<file path="src/rtl/sobol_seq.sv">
// Sobol request sequencer: walks point indices and dimensions, dimension innermost,
// and issues one valid/ready request per accepted transfer to the downstream sobol stage.
module sobol_seq #(
   parameter int unsigned WIDTH = 32,
   parameter int unsigned M     = 50,
   localparam int unsigned DW   = (M > 1) ? $clog2(M) : 1
) (
   input  logic             clk_i,
   input  logic             rst_i,
   input  logic             start_i,
   input  logic [WIDTH-1:0] n_paths_i,
   input  logic [WIDTH-1:0] idx_offset_i,
   input  logic             abort_i,
   output logic             busy_o,
   output logic             done_o,
   output logic             valid_o,
   input  logic             ready_i,
   output logic [WIDTH-1:0] idx_o,
   output logic [DW-1:0]    dim_o
);

   localparam logic [1:0] ST_IDLE = 2'd0;
   localparam logic [1:0] ST_RUN  = 2'd1;
   localparam logic [1:0] ST_DONE = 2'd2;

   localparam logic [DW-1:0] DIM_LAST = DW'(M - 1);

   logic [1:0]       state_q, state_d;
   logic [WIDTH-1:0] n_q, n_d;
   logic [WIDTH-1:0] p_q, p_d;
   logic [DW-1:0]    d_q, d_d;
   logic [WIDTH-1:0] idx_q, idx_d;
   logic             valid_q, valid_d;
   logic             busy_q, busy_d;
   logic             done_q, done_d;
   logic             xfer;
   logic             last_xfer;

   // Next-state: capture on start, advance counters per transfer, end on last or abort.
   always_comb begin
      state_d   = state_q;
      n_d       = n_q;
      p_d       = p_q;
      d_d       = d_q;
      idx_d     = idx_q;
      valid_d   = valid_q;
      busy_d    = busy_q;
      done_d    = 1'b0;
      xfer      = valid_q & ready_i;
      last_xfer = 1'b0;
      case (state_q)
         ST_IDLE: begin
            if (start_i) begin
               n_d = n_paths_i;
               p_d = '0;
               d_d = '0;
               if (n_paths_i != '0) begin
                  state_d = ST_RUN;
                  idx_d   = idx_offset_i;
                  valid_d = 1'b1;
                  busy_d  = 1'b1;
               end else begin
                  state_d = ST_DONE;
                  done_d  = 1'b1;
               end
            end
         end
         ST_RUN: begin
            if (xfer) begin
               if (d_q == DIM_LAST) begin
                  d_d = '0;
                  if (p_q == n_q - WIDTH'(1)) begin
                     last_xfer = 1'b1;
                  end else begin
                     p_d   = p_q + WIDTH'(1);
                     // Index wraps modulo 2^WIDTH with no special handling.
                     idx_d = idx_q + WIDTH'(1);
                  end
               end else begin
                  d_d = d_q + DW'(1);
               end
            end
            // An abort coinciding with a transfer still lets that transfer count.
            if (abort_i || last_xfer) begin
               state_d = ST_DONE;
               valid_d = 1'b0;
               busy_d  = 1'b0;
               done_d  = 1'b1;
            end
         end
         ST_DONE: begin
            state_d = ST_IDLE;
         end
         default: begin
            state_d = ST_IDLE;
            valid_d = 1'b0;
            busy_d  = 1'b0;
         end
      endcase
   end

   // State and registered outputs; synchronous reset wins over start and abort.
   always_ff @(posedge clk_i) begin
      if (rst_i) begin
         state_q <= ST_IDLE;
         n_q     <= '0;
         p_q     <= '0;
         d_q     <= '0;
         idx_q   <= '0;
         valid_q <= 1'b0;
         busy_q  <= 1'b0;
         done_q  <= 1'b0;
      end else begin
         state_q <= state_d;
         n_q     <= n_d;
         p_q     <= p_d;
         d_q     <= d_d;
         idx_q   <= idx_d;
         valid_q <= valid_d;
         busy_q  <= busy_d;
         done_q  <= done_d;
      end
   end

   assign busy_o  = busy_q;
   assign done_o  = done_q;
   assign valid_o = valid_q;
   assign idx_o   = idx_q;
   assign dim_o   = d_q;

endmodule

</file>
<file path="config.mk">
export PLATFORM = sky130hd
export DESIGN_NAME = sobol_seq
export DESIGN_NICKNAME = d
export VERILOG_FILES = /design/src/rtl/sobol_seq.sv
export SDC_FILE = /design/constraint.sdc
export NUM_CORES = 1
export LEC_CHECK = 0
export CAP_MARGIN = 20
export CORE_MARGIN = 3
export CORE_UTILIZATION = 54
export DETAILED_ROUTE_END_ITERATION = 6
export MAX_ROUTING_LAYER = met4
export PLACE_DENSITY = 0.81
export SYNTH_ARGS = -nofsm -noshare
export SYNTH_HDL_FRONTEND = slang
export SYNTH_SLANG_ARGS = --single-unit
</file>
<file path="constraint.sdc">
create_clock -name clk_i -period 4.8 [get_ports clk_i]
set_input_delay 0.96 -clock clk_i [delete_from_list [all_inputs] [get_ports clk_i]]
set_output_delay 0.96 -clock clk_i [all_outputs]
set_load 0.02 [all_outputs]
</file>
# Word-level counts from Yosys, hierarchy flattened
# Cells that the tools add are included.
[word_totals]
ff_bits = 106
in_bits = 69
output_inout_bits = 41
word_cells = 64
[classes]
add_sub_neg = 4
n_eq_ne = 10
n_mux = 31
bitwise = 2
reduce_logical = 10
[op_table]
columns = ["cell", "n"]
rows = [
  ["two-way mux 32 bit", 9],
  ["one-hot mux 32 bit (2 select lines)", 2],
  ["adder 32 x 1 -> 32 bit (second input constant)", 2],
  ["equality test 32 bit", 1],
  ["nonzero test 32 bit", 1],
  ["subtractor 32 x 1 -> 32 bit (second input constant)", 1],
  ["two-way mux 6 bit", 3],
  ["inequality test 2 bit (second input constant)", 6],
  ["one-hot mux 6 bit (2 select lines)", 1],
  ["two-way mux 1 bit", 10],
  ["adder 6 x 1 -> 6 bit (second input constant)", 1],
  ["equality test 6 bit (second input constant)", 1],
  ["two-way mux 2 bit", 3],
  ["AND reduction 6 bit", 1],
  ["AND reduction 5 bit", 1],
  ["one-hot mux 2 bit (2 select lines)", 1],
  ["AND reduction 2 bit", 2],
  ["AND reduction 4 bit", 1],
  ["one-hot mux 1 bit (3 select lines)", 1],
  ["AND reduction 3 bit", 1],
  ["equality test 2 x 1 -> 1 bit (second input constant)", 1],
  ["equality test 2 bit (second input constant)", 1],
  ["zero test 2 bit", 1],
  ["one-hot mux 1 bit (2 select lines)", 1],
  ["4 further kinds", 4],
]

# Depth between registers and ports, before layout
# Gate-level depths: netlist of run 1.
[logic_depth]
ltp_word = 9
depth_mapped = 13

# Worst setup path after synthesis of run 1
# No wires, ideal clock.
[synth_timing]
kind = "input port to flip-flop"
from = "in start_i"
to = "reg p_q[26]"
arrival_time_ps = 3412
setup_slack_ps = 1318
stages = 11
n_path_buf = 4
path_cell_list = "or3b_2 -> clkbuf_1 -> o21ai_1 -> o21a_1 -> clkbuf_1 -> and3_1 -> clkbuf_1 -> nand3_1 -> clkbuf_1 -> or4_1 -> a21oi_1"
[synth_via]
elab_chain_cells = 2
[synth_rtl]
columns = ["element", "line_no", "source"]
rows = [
  ["from (decl)", "10", "input logic start_i,"],
  ["inequality test 2 bit (no source line)", "n/a", ""],
  ["AND reduction 5 bit (no source line)", "n/a", ""],
  ["to (signal assigned)", "116", "p_q <= p_d;"],
  ["to (decl)", "30", "logic [WIDTH-1:0] p_q, p_d;"],
]
# No other way between the ends.
# A chain may end at the register's enable or synchronous reset.

# Worst setup path after layout of run 1
[layout_timing]
from = "reg n_q[0]"
to = "reg idx_q[20], in the netlist idx_o[20]"
[layout_via]
elab_chain_cells = 4
[layout_rtl]
columns = ["element", "line_no", "source"]
rows = [
  ["from (decl)", "29", "logic [WIDTH-1:0] n_q, n_d;"],
  ["from (signal assigned)", "115", "n_q <= n_d;"],
  ["subtractor 32 x 1 -> 32 bit", "72", "if (p_q == n_q - WIDTH'(1)) begin"],
  ["equality test 32 bit", "72", ""],
  ["inequality test 2 bit (no source line)", "n/a", ""],
  ["AND reduction 6 bit (no source line)", "n/a", ""],
  ["to (signal assigned)", "118", "idx_q <= idx_d;"],
  ["to (decl)", "32", "logic [WIDTH-1:0] idx_q, idx_d;"],
]
# No other way between the ends.

==> reports/metrics.yaml, run 1 <==
pwr:
  total_power_mw: 2.26
  ir_drop_mv: 0.172
  p_leak_nw: 2.76
  power_density_mw_per_mm2: 285
floorplan:
  initial_core_util_pct: 56.0
  ios: 110
  die_area_sq_mm: 0.0134
  num_rows: 39
  design.core.area_sq_mm: 0.0116
  fp.dieW_um: 116
  die_h_um: 116
timing:
  final-max-slew-violation-count: 0
  max_slew_margin_pct: 39.0
  setup_ws_ns: 0.859
  setup_tns_ns: 0
  fmax_mhz: 254
  fin_crit_ns: 3.94
  rsz0062_at_grt: "false"
  fin_worst_skew_ns: 0.00828
  worst_pin_slew_ns: 0.912
  period_share_pct: 82.1
  setup_viol: 0
  hold_viol_final: 0
yosys:
  synthTopCellsByArea: "dfxtp_1 33%, nand2_1 7.7%, a21oi_1 6.4%, o31ai_1 3.5%, nor4_1 3.1%"
  synth_common_cells: "134 x nand2_1, 106 x dfxtp_1, 83 x a21oi_1, 52 x clkbuf_1, 38 x nor3_1"
  synth_edf_count: 0
  synth_area_per_cell_sq_um: 7.57
  yosys.area.top_type: "dfxtp_1"
  synthesis.instances: 859
  yosysSeqAreaShare_pct: 32.6
  yosysWarnings: 0
  synth_nets: 933
  synth_area_sq_mm: 0.00650
  synth-main-ff-cell: "dfxtp_1"
  synth_top_area_share_pct: 32.6
  yosysMostFrequentCell: "nand2_1"
  synth-seq-cells: 106
  synthDistinctLibCells: 63
  synthArstFlopShare_pct: 0
critical_path:
  crit_chain: "inv_1 -> ha_1 -> or3b_2 -> or4_4 -> nor3_1 -> mux2i_1 -> nor4_1 -> and4_1 -> nor2_1 -> a32o_1"
  cp.required_ns: 5.05
  crit_type: "flop to flop"
  critPathMaxStageDelay_ns: 0.61
  cp.arrival_ns: 4.19
  crit_fanout: 17
  startpoint_type: "flop"
  crit_path_end_kind: "flop"
  critPathSlowestCell: "and4_1"
detailed_routing:
  drc: 0
  routed_wl_um: 19500
  vias_per_cell: 6.48
  avgRoutedWirePerCell_um: 18.1
  ant_nets: 0
  first_pass_iters: 6
  drt_iter0_drc: 855
  via_count: 6975
grt:
  grt_max_degree: 70
  grt_pass1_vias: 6570
  grt_usage_pct: 30.1
  grt_first_pass_wirelength_um: 31600
  antenna_found_initial: 0
  overflow: 0
outcome:
  status: "finished, final reports clean"
place:
  dp_slack_ns: 0.772
  place_congestion: 0.932
  dp_hpwl_um: 13900
  portBuffers: 109
clock_tree:
  hold_buffers: 0
  post-cts-setup-buffers: 0
  cts_made_buffers: 9
  h-tree-depth: 3
  path_clk_slew_ns: 0.07
  cts.sinks: 106
  insertion_delay_ns: 0.36
  cts_tree: "yes"
  clk_path_buf_depth: 2
  cts_resized: 0
  cts-root-buf: "clkbuf_16"
final_layout:
  area_growth_pct: 21.6
  final-seq-area_sq_mm: 0.00212
  fillCellCount: 1007
  nets: 1003
  drive_above_1_share_pct: 5.57
  multi_input_area_sq_mm: 0.00405
  antenna_cells: 0
flow_run:
  cap_violations: 0
hold_path:
  hp-class: "flop to flop"
[critical path, delay by kind of cell, from the launching register on]
kind	cells	cell delay, ns
AO/OA/AOI/OAI	1	0.30
adder cells (fa/ha/maj)	1	0.23
buffers and inverters	1	0.08
flip-flops	1	0.37
multiplexers	1	0.14
AND/OR/NAND/NOR	6	2.72
[cell type report]
class,count,area share [%]
Sequential cell,106,26.8
Clock inverter,1,0.0949
Multi-Input combinational cell,673,51.2
Tap cell,143,2.26
Timing Repair Buffer,125,15.4
Inverter,14,0.665
Clock buffer,15,3.51
[kinds of logic (layout without fill, tap and decap cells)]
logic type	count (synthesis)	after routing	share of synthesized area, %
xor+xnor	42	42	5.66
buf+inv	80	155	5.18
simple gates	389	389	30.9
compound gates	223	223	22.6
flops	106	106	32.6
mux	14	14	2.15
fa+ha+maj	5	5	0.962
[power breakdown]
| group | total, mW | switching [mW] | internal [mW] |
|---|---|---|---|
| combinational | 0.525 | 0.289 | 0.237 |
| clock | 0.732 | 0.336 | 0.396 |
| sequential | 0.998 | 0.0729 | 0.925 |
[placed cells by master, fill, tap and decap left out, drive strengths merged, types with 15 or more instances in the layout]
cell,count
xnor2,21
nor2,36
a21oi,83
o21ai,22
clkbuf,15
dfxtp,106
nor3,38
buf,17
clkdlybuf4s50,108
nor4,33
or4,19
nand2,134
o31ai,30
nand4,24
xor2,21
nand3,28
[through the flow]
stage / hold slack, ns / std cells / area [sq um] / utilization [%]
after CTS: 0.505 / 1076 / 7900 / 68.0
after floorplan: 0.450 / 859 / 6500 / -
after global routing: 0.523 / 1077 / 7910 / 68.1
final: 0.505 / 1077 / 7910 / 68.1
after detailed placement: 0.491 / 1060 / 7610 / 65.6
after global placement: 0.473 / 1060 / 7610 / 65.6
[sequential cells by signal, indices dropped and copies added (netlist names)]
register and flops:
n_q 32, idx_o 32, p_q 32, dim_o 6
busy_o 1, done_o 1, state_q 2
[path summary, 6_finish.rpt]
check,cells past startpoint,endpoint,slack [ns],from
hold reg to reg,2,idx_o[31],0.50,idx_o[31]
setup / recovery,10,idx_o[20],0.86,n_q[0]
setup reg to reg,10,idx_o[20],0.86,n_q[0]
hold / removal,2,idx_o[31],0.50,idx_o[31]
[routing by layer]
metal  vias to the layer above  global-route usage (%)  share of wire (%)
met2                       292                    48.0                 48
met5                         -                       -                  0
li1                       3330                       -                  -
met3                        38                    5.54                6.8
met4                         0                    10.6                2.5
met1                      3315                    38.4                 43
(Power assumes the default switching activity.)
==> run 2: changes to the inputs <==
==> constraint.sdc (replaced) <==
create_clock -name clk_i -period 3.8 [get_ports clk_i]
set_input_delay 0.76 -clock clk_i [delete_from_list [all_inputs] [get_ports clk_i]]
set_output_delay 0.76 -clock clk_i [all_outputs]
set_load 0.02 [all_outputs]
==> reports/metrics.yaml, run 2 (synthesis results as in run 1) <==
timing:
  fin_hold_ws_ns: 0.490
  fmax_mhz: 279
  setup_viol: 0
  worst_pin_slew_ns: 0.850
  period_share_pct: 94.4
  final-max-slew-violation-count: 0
  fin_worst_skew_ns: 0.00743
  setup_tns_ns: 0
  hold_viol_final: 0
  max_slew_margin_pct: 43.3
  rsz0062_at_grt: "false"
  setup_ws_ns: 0.212
  fin_crit_ns: 3.59
clock_tree:
  path_clk_slew_ns: 0.07
  hold_buffers: 0
  clk_path_buf_depth: 2
  cts.sinks: 106
  post-cts-setup-buffers: 0
  h-tree-depth: 3
  cts_made_buffers: 9
  insertion_delay_ns: 0.35
  cts-root-buf: "clkbuf_16"
  cts_tree: "yes"
pwr:
  p_sw_share_pct: 31.1
  total_power_mw: 2.85
  power_density_mw_per_mm2: 356
  p_comb_share_pct: 24.3
  p_leak_nw: 2.82
  ir_drop_mv: 0.204
  pwr-share-clk_pct: 31.4
  seqPwrFrac_pct: 44.3
  switching_power_mw: 0.886
  p_int_mw: 1.96
outcome:
  status: "finished, final reports clean"
floorplan:
  die_area_sq_mm: 0.0134
  die_h_um: 116
  initial_core_util_pct: 56.0
  ios: 110
  num_rows: 39
  design.core.area_sq_mm: 0.0116
  fp.dieW_um: 116
place:
  portBuffers: 109
  dp_hpwl_um: 14000
  placedCellCount: 1072
  dp_slack_ns: 0.208
  place_congestion: 1.06
grt:
  antenna_found_initial: 0
  overflow: 0
  grt_first_pass_wirelength_um: 32500
  grt_pass1_vias: 6811
  grt_max_degree: 82
  grt_usage_pct: 30.5
critical_path:
  startpoint_type: "flop"
  crit_fanout: 22
  crit_path_end_kind: "flop"
  cp.required_ns: 4.08
  cp.arrival_ns: 3.87
  crit_type: "flop to flop"
detailed_routing:
  avgRoutedWirePerCell_um: 18.2
  vias_per_cell: 6.51
  drc: 0
  drt_iter0_drc: 934
  ant_nets: 0
  first_pass_iters: 6
  via_count: 7077
  routed_wl_um: 19700
final_layout:
  final_common_cell: "nand2_1"
  antenna_cells: 0
  final_cell_mix: "134 x nand2_1, 108 x clkdlybuf4s50_1, 106 x dfxtp_1, 83 x a21oi_1, 38 x nor3_1"
  area_growth_pct: 22.8
  drive_above_1_share_pct: 6.78
  instances_no_fill: 1087
  nets: 1014
flow_run:
  cap_violations: 0
hold_path:
  hp-class: "flop to flop"
## run 2: cell count changes in the layout (fill, tap and decap cells not counted)
cell	previous run	this run
buf_6	0	1
buf_4	15	25
clkbuf_8	3	2
nor4_2	1	2
clkinv_2	0	1
nor4_1	32	31
clkbuf_1	3	2
## run 2: final cells by class
type                            count  area (sq um)
Clock buffer                       13           260
Fill cell                         984          3630
Sequential cell                   106          2120
Multi-Input combinational cell    673          4060
Tap cell                          143           179
Timing Repair Buffer              136          1310
Clock inverter                      2          12.5
Inverter                           14          52.6
## run 2: repair_timing
action,4_1_cts,5_1_grt
endpoints found under the setup margin,0,4
endpoints found under the hold margin,0,0
gates resized for setup,0,2
## run 2: per-layer routing
metal  vias up  GRT usage, %  part of all wire [%]  wire length (um)
li1       3365             -                     -                 -
met1      3352          38.3                    43              8490
met2       321          50.0                    48              9380
met3        39          6.06                   7.6              1500
met4         0          9.28                   1.9               376
met5         -             -                     0                 0
## run 2: worst paths after layout
check                               start         to  slack, ns  cells past startpoint
worst max-delay path               n_q[1]     p_q[5]       0.21                     11
worst min-delay path            idx_o[31]  idx_o[31]       0.49                      2
worst max register to register     n_q[1]     p_q[5]       0.21                     11
worst min register to register  idx_o[31]  idx_o[31]       0.49                      2
## run 2: stage by stage
step	area, sq um	utilization [%]
after floorplan	6500	-
after global placement	7700	66.3
after detailed placement	7700	66.3
after CTS	7980	68.7
after global routing	7990	68.8
final	7990	68.8
## run 2: power groups by stage
stage	Combinational [mW]	Clock, mW	Sequential [mW]
after CTS	0.683	0.904	1.26
final	0.692	0.894	1.26
after floorplan	0.397	0	1.29
after global routing	0.753	0.947	1.27
after global placement	0.658	0	1.28
after detailed placement	0.677	0	1.28
## run 2: worst max-delay path: stages (launching register included)
cell and delay [ns]:
dfxtp_1 0.34, inv_1 0.06, ha_1 0.23, or3b_2 0.54
or4_4 0.59, o31a_1 0.32, o22ai_2 0.19, nor4_1 0.08
and4_1 0.25, buf_4 0.21, or4_1 0.52, a21oi_1 0.16
